[src/rtl/lsu_pkg.sv]
// Shared definitions for the load/store unit: access-size encodings, FSM states
// and the memory-port byte-order helpers.
package lsu_pkg;

  localparam logic [1:0] SZ_BYTE = 2'b00;
  localparam logic [1:0] SZ_HALF = 2'b01;
  localparam logic [1:0] SZ_WORD = 2'b10;
  localparam logic [1:0] SZ_RSVD = 2'b11;

  typedef enum logic [1:0] {
    ST_IDLE = 2'b00,
    ST_RD   = 2'b01,
    ST_WR   = 2'b10,
    ST_RESP = 2'b11
  } state_t;

  // The memory port is big-endian within a word; the core side is little-endian.
  function automatic logic [31:0] bswap32(input logic [31:0] w);
    return {w[7:0], w[15:8], w[23:16], w[31:24]};
  endfunction

  function automatic logic bad_access(input logic [1:0] size, input logic [1:0] addr_lo);
    logic bad;
    case (size)
      SZ_BYTE: bad = 1'b0;
      SZ_HALF: bad = addr_lo[0];
      SZ_WORD: bad = (addr_lo != 2'b00);
      default: bad = 1'b1;
    endcase
    return bad;
  endfunction

endpackage

[src/rtl/lsu_align.sv]
// Lane steering for the load/store unit: extracts and extends load data from a
// little-endian word and merges store data into it for read-modify-write.
module lsu_align
  import lsu_pkg::*;
(
  input  logic [31:0] lw,
  input  logic [1:0]  addr_lo,
  input  logic [1:0]  size,
  input  logic        sgn,
  input  logic [31:0] wdata,
  output logic [31:0] load_data,
  output logic [31:0] store_word
);

  logic [7:0]  lane_byte;
  logic [15:0] lane_half;

  always_comb begin
    lane_byte = lw[{addr_lo, 3'b000} +: 8];
    lane_half = addr_lo[1] ? lw[31:16] : lw[15:0];
    case (size)
      SZ_BYTE: load_data = {{24{sgn & lane_byte[7]}}, lane_byte};
      SZ_HALF: load_data = {{16{sgn & lane_half[15]}}, lane_half};
      default: load_data = lw;
    endcase
  end

  // Each byte lane either keeps the old memory byte or takes a store byte.
  generate
    for (genvar gi = 0; gi < 4; gi++) begin : g_lane
      localparam logic [1:0] LANE = 2'(gi);
      logic       hit;
      logic [7:0] src;

      assign hit = (size == SZ_BYTE) ? (addr_lo == LANE) :
                   (size == SZ_HALF) ? (addr_lo[1] == LANE[1]) : 1'b1;
      assign src = (size == SZ_BYTE) ? wdata[7:0] :
                   (size == SZ_HALF) ? (LANE[0] ? wdata[15:8] : wdata[7:0]) :
                   wdata[8*gi +: 8];
      assign store_word[8*gi +: 8] = hit ? src : lw[8*gi +: 8];
    end
  endgenerate

endmodule

[src/rtl/lsu.sv]
// Load/store unit: request/response handshake, alignment checking and
// read-modify-write of sub-word stores against a 32-bit data memory port.
module lsu
  import lsu_pkg::*;
(
  input  logic        clk,
  input  logic        rst,
  input  logic        req_valid,
  output logic        req_ready,
  input  logic        req_we,
  input  logic [1:0]  req_size,
  input  logic        req_signed,
  input  logic [31:0] req_addr,
  input  logic [31:0] req_wdata,
  output logic        resp_valid,
  input  logic        resp_ready,
  output logic [31:0] resp_rdata,
  output logic        resp_err,
  output logic [31:0] mem_addr,
  output logic [31:0] mem_wd,
  output logic        mem_we,
  input  logic [31:0] mem_rd
);

  state_t      state_reg, state_next;
  logic        we_reg, sgn_reg, err_reg;
  logic [1:0]  size_reg;
  logic [31:0] addr_reg, wdata_reg, lw_reg, rdata_reg;

  logic        accept, req_bad;
  logic [31:0] lw_rd, align_lw, load_data, store_word;

  assign accept   = req_valid && (state_reg == ST_IDLE);
  assign req_bad  = bad_access(req_size, req_addr[1:0]);
  assign lw_rd    = bswap32(mem_rd);
  // Loads extract straight from the memory word in RD; stores merge from the captured copy in WR.
  assign align_lw = (state_reg == ST_RD) ? lw_rd : lw_reg;

  lsu_align u_align (
    .lw         (align_lw),
    .addr_lo    (addr_reg[1:0]),
    .size       (size_reg),
    .sgn        (sgn_reg),
    .wdata      (wdata_reg),
    .load_data  (load_data),
    .store_word (store_word)
  );

  always_ff @(posedge clk) begin
    if (rst) state_reg <= ST_IDLE;
    else     state_reg <= state_next;
  end

  always_comb begin
    state_next = state_reg;
    req_ready  = 1'b0;
    resp_valid = 1'b0;
    mem_we     = 1'b0;
    mem_addr   = 32'd0;
    mem_wd     = 32'd0;
    case (state_reg)
      ST_IDLE: begin
        req_ready = 1'b1;
        if (req_valid) begin
          if (req_bad)                              state_next = ST_RESP;
          else if (!req_we || req_size != SZ_WORD)  state_next = ST_RD;
          else                                      state_next = ST_WR;
        end
      end
      ST_RD: begin
        mem_addr   = {addr_reg[31:2], 2'b00};
        state_next = we_reg ? ST_WR : ST_RESP;
      end
      ST_WR: begin
        mem_addr   = {addr_reg[31:2], 2'b00};
        mem_wd     = store_word;
        mem_we     = !rst;
        state_next = ST_RESP;
      end
      ST_RESP: begin
        resp_valid = 1'b1;
        if (resp_ready) state_next = ST_IDLE;
      end
      default: state_next = ST_IDLE;
    endcase
  end

  always_ff @(posedge clk) begin
    if (rst) begin
      we_reg    <= 1'b0;
      sgn_reg   <= 1'b0;
      err_reg   <= 1'b0;
      size_reg  <= SZ_BYTE;
      addr_reg  <= 32'd0;
      wdata_reg <= 32'd0;
      lw_reg    <= 32'd0;
      rdata_reg <= 32'd0;
    end else begin
      if (accept) begin
        we_reg    <= req_we;
        sgn_reg   <= req_signed;
        err_reg   <= req_bad;
        size_reg  <= req_size;
        addr_reg  <= req_addr;
        wdata_reg <= req_wdata;
        rdata_reg <= 32'd0;
      end
      if (state_reg == ST_RD) begin
        lw_reg <= lw_rd;
        if (!we_reg) rdata_reg <= load_data;
      end
    end
  end

  assign resp_rdata = resp_valid ? rdata_reg : 32'd0;
  assign resp_err   = resp_valid ? err_reg : 1'b0;

endmodule

[config.mk]
export PLATFORM = sky130hd
export DESIGN_NAME = lsu
export DESIGN_NICKNAME = d
export VERILOG_FILES = /design/src/rtl/lsu_pkg.sv /design/src/rtl/lsu_align.sv /design/src/rtl/lsu.sv
export SDC_FILE = /design/constraint.sdc
export NUM_CORES = 1
export LEC_CHECK = 0
export ABC_AREA = 1
export CAP_MARGIN = 20
export CORE_ASPECT_RATIO = 0.7
export CORE_MARGIN = 5
export CORE_UTILIZATION = 45
export CTS_CLUSTER_DIAMETER = 50
export DETAILED_ROUTE_END_ITERATION = 12
export PLACE_DENSITY = 0.76
export SLEW_MARGIN = 0
export SYNTH_ARGS = -nofsm -noshare
export SYNTH_HDL_FRONTEND = slang
export SYNTH_HIERARCHICAL = 1
export SYNTH_SLANG_ARGS = --single-unit
[constraint.sdc]
create_clock -name clk -period 2.35 [get_ports clk]
set_input_delay 0.235 -clock clk [delete_from_list [all_inputs] [get_ports clk]]
set_output_delay 0.235 -clock clk [all_outputs]
set_load 0.01 [all_outputs]
# After elaboration in Yosys (flattened, before gate mapping)
# Index checks and enable logic that the tools add are counted.
# op_classes
muxes	35
shift	1
n_eq_ne	12
reduce_logical	11
n_bitwise	3
# ops
operator	count
32-bit two-way mux	7
8-bit two-way mux	9
32-bit one-hot mux with 2 select lines	1
32-bit by 6-bit variable part select with 8-bit output	1
16-bit two-way mux	1
1-bit two-way mux	11
2-bit == test, second input constant	5
2-bit by 1-bit == test with 1-bit output, second input constant	4
2-bit logical NOT	4
2-bit two-way mux	4
2-bit one-hot mux with 4 select lines	1
2-bit != test, second input constant	3
1-bit one-hot mux with 3 select lines	1
1-bit bitwise AND	2
1-bit logical NOT	2
2-bit AND reduction	1
2-bit nonzero test	1
2-bit OR reduction	1
1-bit logical AND	1
1-bit logical OR	1
1-bit NOT	1
# word_totals
word_cells	71
regBits	135
out_inout_bits	100
input_bits	104

# Longest topological paths before layout
# Gate-level depths: netlist (run 1).
# logic_depth
depth_word	7
ltp_mapped	16
ltp_nobuf	13

# By module
# The synthesis (run 1) kept the hierarchy.
# by_module_without_submodules
mod	seq_area_each_um2	n_inst	area_each_um2	cells_per_inst
lsu	2702.6	1	5740.5	856
lsu_align	0.0	1	1383.8	308

# Least setup slack after synthesis (run 1)
# Ideal clock, no wire load.
# synth_path
path_kind	register to register
startpoint	register state_reg[1]
endpoint	register rdata_reg[23]
arrival_time_ns	2.050
path_buffers	3
setup_ns	0.070
stages_incl_launch_ff	17
setup_slack_ns	0.230
synth_period_minus_slack_ns	2.120
required_time_ns	2.280
cell_sequence	dfxtp_1 inv_1 ha_1 buf_4 inv_2 clkbuf_1 nand2_1 nand2_1 nand2_1 nand2_1 nand2_1 nand2_1 nand3_1 buf_2 nand3_1 o21ai_0 a21oi_1
# synth_between
elab_chain_len	7
word_cells_on_any_way	12
classes_between	eq/ne (1); shift (1); mux (6); bitwise (2); reduce/logical (2)
# synth_lines
element	line	source
from (decl)	lsu.sv:25	state_t state_reg, state_next;
from (signal assigned)	lsu.sv:51	else state_reg <= state_next;
2-bit by 1-bit == test with 1-bit output *	lsu.sv:37	assign align_lw = (state_reg == ST_RD) ? lw_rd : lw_reg;
32-bit two-way mux *	n/a	
via align_lw[23]	lsu.sv:31	logic [31:0] lw_rd, align_lw, load_data, store_word;
32-bit by 6-bit variable part select with 8-bit output	lsu_align.sv:19	lane_byte = lw[{addr_lo, 3'b000} +: 8];
1-bit bitwise AND	lsu_align.sv:22	SZ_BYTE: load_data = {{24{sgn & lane_byte[7]}}, lane_byte};
32-bit one-hot mux with 2 select lines *	lsu_align.sv:21	case (size)
via load_data[23]	lsu.sv:31	
32-bit two-way mux *	lsu.sv:110	if (!we_reg) rdata_reg <= load_data;
32-bit two-way mux *	lsu.sv:108	if (state_reg == ST_RD) begin
to (signal assigned)	lsu.sv:110	
to (decl)	lsu.sv:28	logic [31:0] addr_reg, wdata_reg, lw_reg, rdata_reg;
# Mark *: on every way through the listed nets, which the timed path passes. The rest lies on a longest branch.
# A chain may end at the register's enable or synchronous reset.

# Worst setup path in the final report (run 1)
# layout_path
startpoint	register state_reg[1]
endpoint	output mem_wd[8]
# layout_between
elab_chain_len	4
word_cells_on_any_way	5
classes_between	eq/ne (2); mux (3)
# layout_lines
element	line	source
2-bit by 1-bit == test with 1-bit output	lsu.sv:37	
32-bit two-way mux	n/a	
via align_lw[8]	lsu.sv:31	
8-bit two-way mux	lsu_align.sv:40	assign store_word[8*gi +: 8] = hit ? src : lw[8*gi +: 8];
via store_word[8]	lsu.sv:31	
32-bit two-way mux	lsu.sv:61	case (state_reg)
to (decl)	lsu.sv:20	output logic [31:0] mem_wd,
# The timed path passes the listed nets, and every way through them passes these cells.

==> results of run 1 <==
-- power by group through the flow --
stage | Sequential [mW] | Clock (mW) | Combinational [mW]
after global placement | 3.40 | 0 | 5.11
after floorplan | 3.29 | 0 | 3.31
after global routing | 3.48 | 2.62 | 6.05
after detailed placement | 3.42 | 0 | 5.18
after CTS | 3.39 | 2.53 | 5.32
final | 3.41 | 2.50 | 5.48
-- worst reg2reg max path: cells and delay by family, from the launching register on --
kind / cells / cell delay, ns
compound gates: 2 / 0.25
fa+ha+maj: 1 / 0.22
buf+inv: 5 / 0.62
flops: 1 / 0.32
simple gates: 8 / 0.62
-- cell usage after synthesis --
cell type  count
nand2_1      403
o21ai_0       89
o21ai_1       36
ha_1           5
nand3_1       51
nor2_4         2
nor2_1       136
buf_4          8
or2_2          1
inv_1        129
or2_1          1
nor3_1         1
clkbuf_2       1
o22ai_1        7
nand2_2        5
conb_1         1
o21ai_2        8
nand3_2        2
inv_2          7
nand2_4        1
clkbuf_1      49
a21oi_1       69
dfxtp_1      135
inv_4          1
buf_6          7
buf_2          9
-- layer usage --
metal | up-vias | wire, microns
met1 | 3594 | 10800
met5 | - | 0
met2 | 339 | 10300
li1 | 3984 | -
met4 | 0 | 322
met3 | 28 | 2130
-- kinds of logic (layout without fill, tap and decap cells) --
| group | Yosys count | count (layout) | synth area share (%) |
|---|---|---|---|
| other cells | 1 | 2 | 0.0526 |
| fa+ha+maj | 5 | 5 | 0.878 |
| simple gates | 603 | 603 | 33.4 |
| buf+inv | 211 | 417 | 12.5 |
| flops | 135 | 135 | 37.9 |
| compound gates | 209 | 209 | 15.2 |
-- worst paths after layout --
kind	to	slack [ns]	cells past startpoint	startpoint
worst max-delay path	mem_wd[8]	0.06	11	state_reg[1]$_SDFFE_PP0P_
worst max register to register	rdata_reg[15]$_SDFF_PP0_	0.23	16	state_reg[1]$_SDFFE_PP0P_
worst min-delay path	lw_reg[3]$_SDFF_PP0_	0.41	3	mem_rd[27]
worst min register to register	rdata_reg[30]$_SDFF_PP0_	0.47	2	rdata_reg[30]$_SDFF_PP0_
-- cell type report --
class                   instances  area share (%)
well taps                     200            2.48
clock buffers                  17            4.21
multi-input cells             819            35.8
clock inverters                15            1.29
flip-flops and latches        135            26.8
inverters                     137            5.16
repair buffers                248            24.3
-- per-stage QoR --
stage / utilization [%] / hold WS [ns]
after global routing: 65.2 / 0.433
after floorplan: - / 0.383
final: 65.2 / 0.410
after CTS: 64.9 / 0.397
after detailed placement: 61.0 / 0.456
after global placement: 61.0 / 0.453
-- timing repair --
action	in CTS	in global routing
gates cloned	1	1
pin swaps	0	3
gates resized for setup	70	57
setup buffers	1	1
setup endpoints to repair	51	82
==> out/metrics.cfg, run 1 <==
[run_status]
outcome=completed

[final_layout]
seqCellArea_sq_um=2710
diodes=0
layout_common_cells=nand2_1, clkdlybuf4s50_1, nor2_1
multi_input_area_sq_um=3620
stdcell_count=1571
area_growth_syn_to_layout_pct=41.8
fillers=1425
fin_nets=1467
layout-drive-gt1-share_pct=10.9
final_common_cell=nand2_1
finalInstanceArea_sq_um=10100

[synthesis]
synth.avg_cell_area_sq_um=6.12
syn_inst=1164
yosysTopAreaCellShare_pct=37.9
yosysTopAreaCell=dfxtp_1
ys_seq_area_share_pct=37.9
synth_cell_types=26
synthTopCellsByArea=dfxtp_1, nand2_1, nor2_1, inv_1, o21ai_0
synth.ff_latch_count=135
netlist_area_sq_um=7120
synth_warnings=6

[die]
ios=204
die_h_microns=115
rows=38
die_area_sq_um=18500
start_util_pct=46.0
core_sq_um=15500
fp.dieW_microns=160

[sta]
max_freq_ghz=0.437
setup_viol=0
hold_viol=0
period_minus_slack_ns=2.29
fin_skew_ns=0.00850
setup_tns_ns=0
period_share_pct=97.3
slew_viol_final=0
tightest_slew_ns=0.877
maxSlewHeadroom_pct=41.5
setup_slack_ns=0.0626

[detailed_routing]
postRouteAntennaNets=0
route.detailed.drc=0
wirelength_microns=23500
dr_total_vias=7945
dr.first_iter.drc_count=678
via_per_inst=5.06
firstDrtPassIters=5
wl_per_cell_microns=15.0

[power_and_ir_drop]
ir_drop_uv=719
p_per_area_nw_per_um2=1130
p_seq_share_pct=29.9
comb_power_share_pct=48.1
fin_total_pwr_mw=11.4
internal_power_mw=6.61
p_leak_nw=5.35
power_switching_mw=4.78
power.share.clock_pct=22.0
switching_share_pct=41.9

[placement]
place_congestion=0.958
place_area_sq_um=9450
pre_cts_slack_ns=0.106
placedCellCount=1536
dpl.hpwl_microns=17100
port_buffers=201

[clock_tree]
cts_tree=done
cts_hold_buffers=0
numCtsBuffers=17
cts-root-buf=clkbuf_16
insertion_delay_ns=0.41
htreeDepth=4
ctsLongestPathBuffers=2
cts_sinks=135
clkTransAtPathRegs_ns=0.06

[grt]
grt_start_max_net_pins=99
grt_pass1_vias=7020
grtUsageMet1_pct=34.5
grt_use_met2_pct=37.6
grt_pass1_wl_microns=36500
grt_overflow_total=0
grt_usage_pct=24.5
top_usage_layer=met2
grtUsageMet3_pct=6.56
antenna_found_initial=0

[critical_path]
critPathBufInv=6
worstPathRequired_ns=2.12
cp.arrival_ns=2.05
cp_max_fo=17
critPathKind=register to output pin
critPathLaunchType=register
crit_path_max_incr_delay_ns=0.33
crit_path_end_kind=output pin
slowest_stage=dfxtp_2
path_delay_family=buffers and inverters
path_cells=inv_1 > ha_4 > inv_4 > buf_12 > nand2_1 > nand2_1 > inv_1 > o21ai_1 > nand2_1 > inv_1 > dlygate4sd2_1

[worst_hold_path]
hp-class=input pin to register

[job]
maxCapViolations=0

Note: power is estimated with default switching activity, not from simulation.
==> run 2: changes to the inputs <==
--- a/config.mk
+++ b/config.mk
@@ -13,6 +13,7 @@
 export CTS_CLUSTER_DIAMETER = 50
 export DETAILED_ROUTE_END_ITERATION = 12
 export PLACE_DENSITY = 0.76
+export REMOVE_ABC_BUFFERS = 1
 export SLEW_MARGIN = 0
 export SYNTH_ARGS = -nofsm -noshare
 export SYNTH_HDL_FRONTEND = slang
==> run 2 against run 1 <==
Effect of this change:
- critical path depth decreased by 1
- clock-buffer cell count increased by 6
- final cell count about the same
- sequential power about the same
- critical path type unchanged
- largest power group unchanged
- highest routed layer unchanged
==> out/metrics.cfg, run 2 (synthesis results as in run 1) <==
[clock_tree]
cts_sinks=135  ; unchanged
cts-root-buf=clkbuf_16
clkTransAtPathRegs_ns=0.06  ; about the same
htreeDepth=4  ; unchanged
insertion_delay_ns=0.42  ; about the same
numCtsBuffers=17  ; unchanged
ctsLongestPathBuffers=2  ; unchanged
cts_tree=done

[grt]
grt_pass1_vias=7112  ; +1.3%
grt_usage_pct=24.9  ; +0.44 points
grt_pass1_wl_microns=36900  ; +1.2%
grt_start_max_net_pins=65  ; -34%
grt_overflow_total=0  ; unchanged
antenna_found_initial=0  ; unchanged

[sta]
period_minus_slack_ns=2.33  ; +0.0473 ns
tightest_slew_ns=0.553  ; -0.324 ns
rsz0062_at_grt=true
period_share_pct=99.3  ; +2.0 points
hold_viol=0  ; unchanged
setup_viol=0  ; unchanged
maxSlewHeadroom_pct=63.1  ; +22 points
fin_skew_ns=0.00550  ; -0.00300 ns
slew_viol_final=0  ; unchanged
setup_tns_ns=0  ; unchanged
max_freq_ghz=0.428  ; -2.0%

[detailed_routing]
via_per_inst=4.94  ; -2.3%
wirelength_microns=23300  ; -0.88%
dr.first_iter.drc_count=656  ; -3.2%
firstDrtPassIters=5  ; unchanged
dr_total_vias=7755  ; -2.4%
route.detailed.drc=0  ; unchanged
wl_per_cell_microns=14.8  ; -0.82%
postRouteAntennaNets=0  ; unchanged

[power_and_ir_drop]
fin_total_pwr_mw=11.4  ; -0.14%
ir_drop_uv=633  ; -12%
p_per_area_nw_per_um2=1120  ; -0.36%
p_leak_nw=5.47  ; +2.2%

[die]
die_area_sq_um=18500  ; unchanged
ios=204  ; unchanged
start_util_pct=46.0  ; unchanged
core_sq_um=15500  ; unchanged
rows=38  ; unchanged
die_h_microns=115  ; unchanged
fp.dieW_microns=160  ; unchanged

[critical_path]
worst-r2r-cell-count=16  ; unchanged
regToRegEndpoint=rdata_reg[22]$_SDFF_PP0_
path_common_cell=nand2_1
crit_path_end_kind=output pin
cp_max_fo=26  ; +9
critPathBufInv=4  ; -2
critPathKind=register to output pin
reg2reg_slack_ns=0.16  ; -0.07 ns
cp.arrival_ns=2.10  ; +0.05 ns
path_cells=inv_2 > ha_4 > buf_12 > nand2_1 > nand2_2 > nand3_1 > nand2_1 > nand2_1 > inv_1 > dlygate4sd2_1
r2r-start=state_reg[1]$_SDFFE_PP0P_
worstPathRequired_ns=2.12  ; about the same
crit_path_max_incr_delay_ns=0.36  ; +0.03 ns
slowest_stage=dfxtp_4
critPathLaunchType=register
path_delay_family=buffers and inverters

[placement]
port_buffers=201  ; unchanged
dpl.hpwl_microns=16900  ; -1.1%
place_area_sq_um=9440  ; -0.11%
place_congestion=0.920  ; -3.9%

[worst_hold_path]
holdPathEnd=lw_reg[10]$_SDFF_PP0_
hp-class=input pin to register
hold_start=mem_rd[18]
hold_depth=3  ; unchanged

[final_layout]
seqCellArea_sq_um=2710  ; unchanged
final_common_cell=nand2_1
diodes=0  ; unchanged
multi_input_area_sq_um=3590  ; -0.83%
fin_nets=1467  ; unchanged
layout-drive-gt1-share_pct=10.5  ; -0.36 points
finalInstanceArea_sq_um=10100  ; +0.22%
fillers=1435  ; +0.70%
area_growth_syn_to_layout_pct=42.1
layout_common_cells=nand2_1, clkdlybuf4s50_1, nor2_1

[run_status]
outcome=completed

[job]
maxCapViolations=0  ; unchanged

run 2: where the power goes:
group	switching, mW	internal, mW
clock	0.966	1.61
combinational	3.29	2.13
sequential	0.392	2.99
run 2: routing by layer:
layer / part of all wire, % / up-vias / track usage (%)
li1: - / 3981 / -
met3: 11 / 33 / 7.45
met2: 40 / 315 / 34.9
met5: 0 / - / 0
met4: 1.5 / 0 / 6.88
met1: 48 / 3426 / 36.9
run 2: repair_timing:
action / CTS / global route
setup buffers: 2 / 1
pin swaps: 1 / 1
setup endpoints to repair: 32 / 67
resized for setup: 49 / 88
hold buffers: 0 / 0
gates cloned: 1 / 2
run 2: final cells by class:
class                           instances  area share, %
Clock buffer                           23           4.62
Clock inverter                          8          0.976
Inverter                              137           5.18
Multi-Input combinational cell        819           35.4
Sequential cell                       135           26.8
Tap cell                              200           2.47
Timing Repair Buffer                  248           24.6
run 2: how the worst max path moves through the flow:
stage | cells after the start | to | startpoint | slack (ns)
3_5_place_dp | 10 | mem_wd[17] | state_reg[1]$_SDFFE_PP0P_ | -0.01
6_report | 10 | mem_wd[17] | state_reg[1]$_SDFFE_PP0P_ | 0.02
5_1_grt | 10 | mem_wd[17] | state_reg[1]$_SDFFE_PP0P_ | -0.08
2_1_floorplan | 13 | rdata_reg[23]$_SDFF_PP0_ | state_reg[1]$_SDFFE_PP0P_ | -0.47
4_1_cts | 11 | mem_wd[15] | state_reg[1]$_SDFFE_PP0P_ | 0.007
3_3_place_gp | 10 | mem_wd[17] | state_reg[1]$_SDFFE_PP0P_ | 0.04
run 2: stage by stage:
step,setup slack (ns),utilization (%),std cells,hold slack [ns]
2_1_floorplan,-0.466,-,1091,0.304
3_3_place_gp,0.0385,60.9,1533,0.452
3_5_place_dp,-0.00984,60.9,1533,0.455
4_1_cts,0.00739,64.8,1567,0.391
5_1_grt,-0.0824,65.3,1570,0.398
6_report,0.0153,65.3,1570,0.408
run 2: worst reg2reg max path: stages (launching register included):
cell and delay (ns):
dfxtp_4 0.36, inv_2 0.10, ha_4 0.19, inv_6 0.06
clkbuf_16 0.17, nand2_1 0.10, nand2_2 0.10, buf_4 0.16
nand2_1 0.06, nand2_1 0.05, nand2_1 0.05, nand2_1 0.07
nand3_1 0.13, buf_12 0.18, nand3_1 0.09, o21ai_1 0.16
a21oi_1 0.06
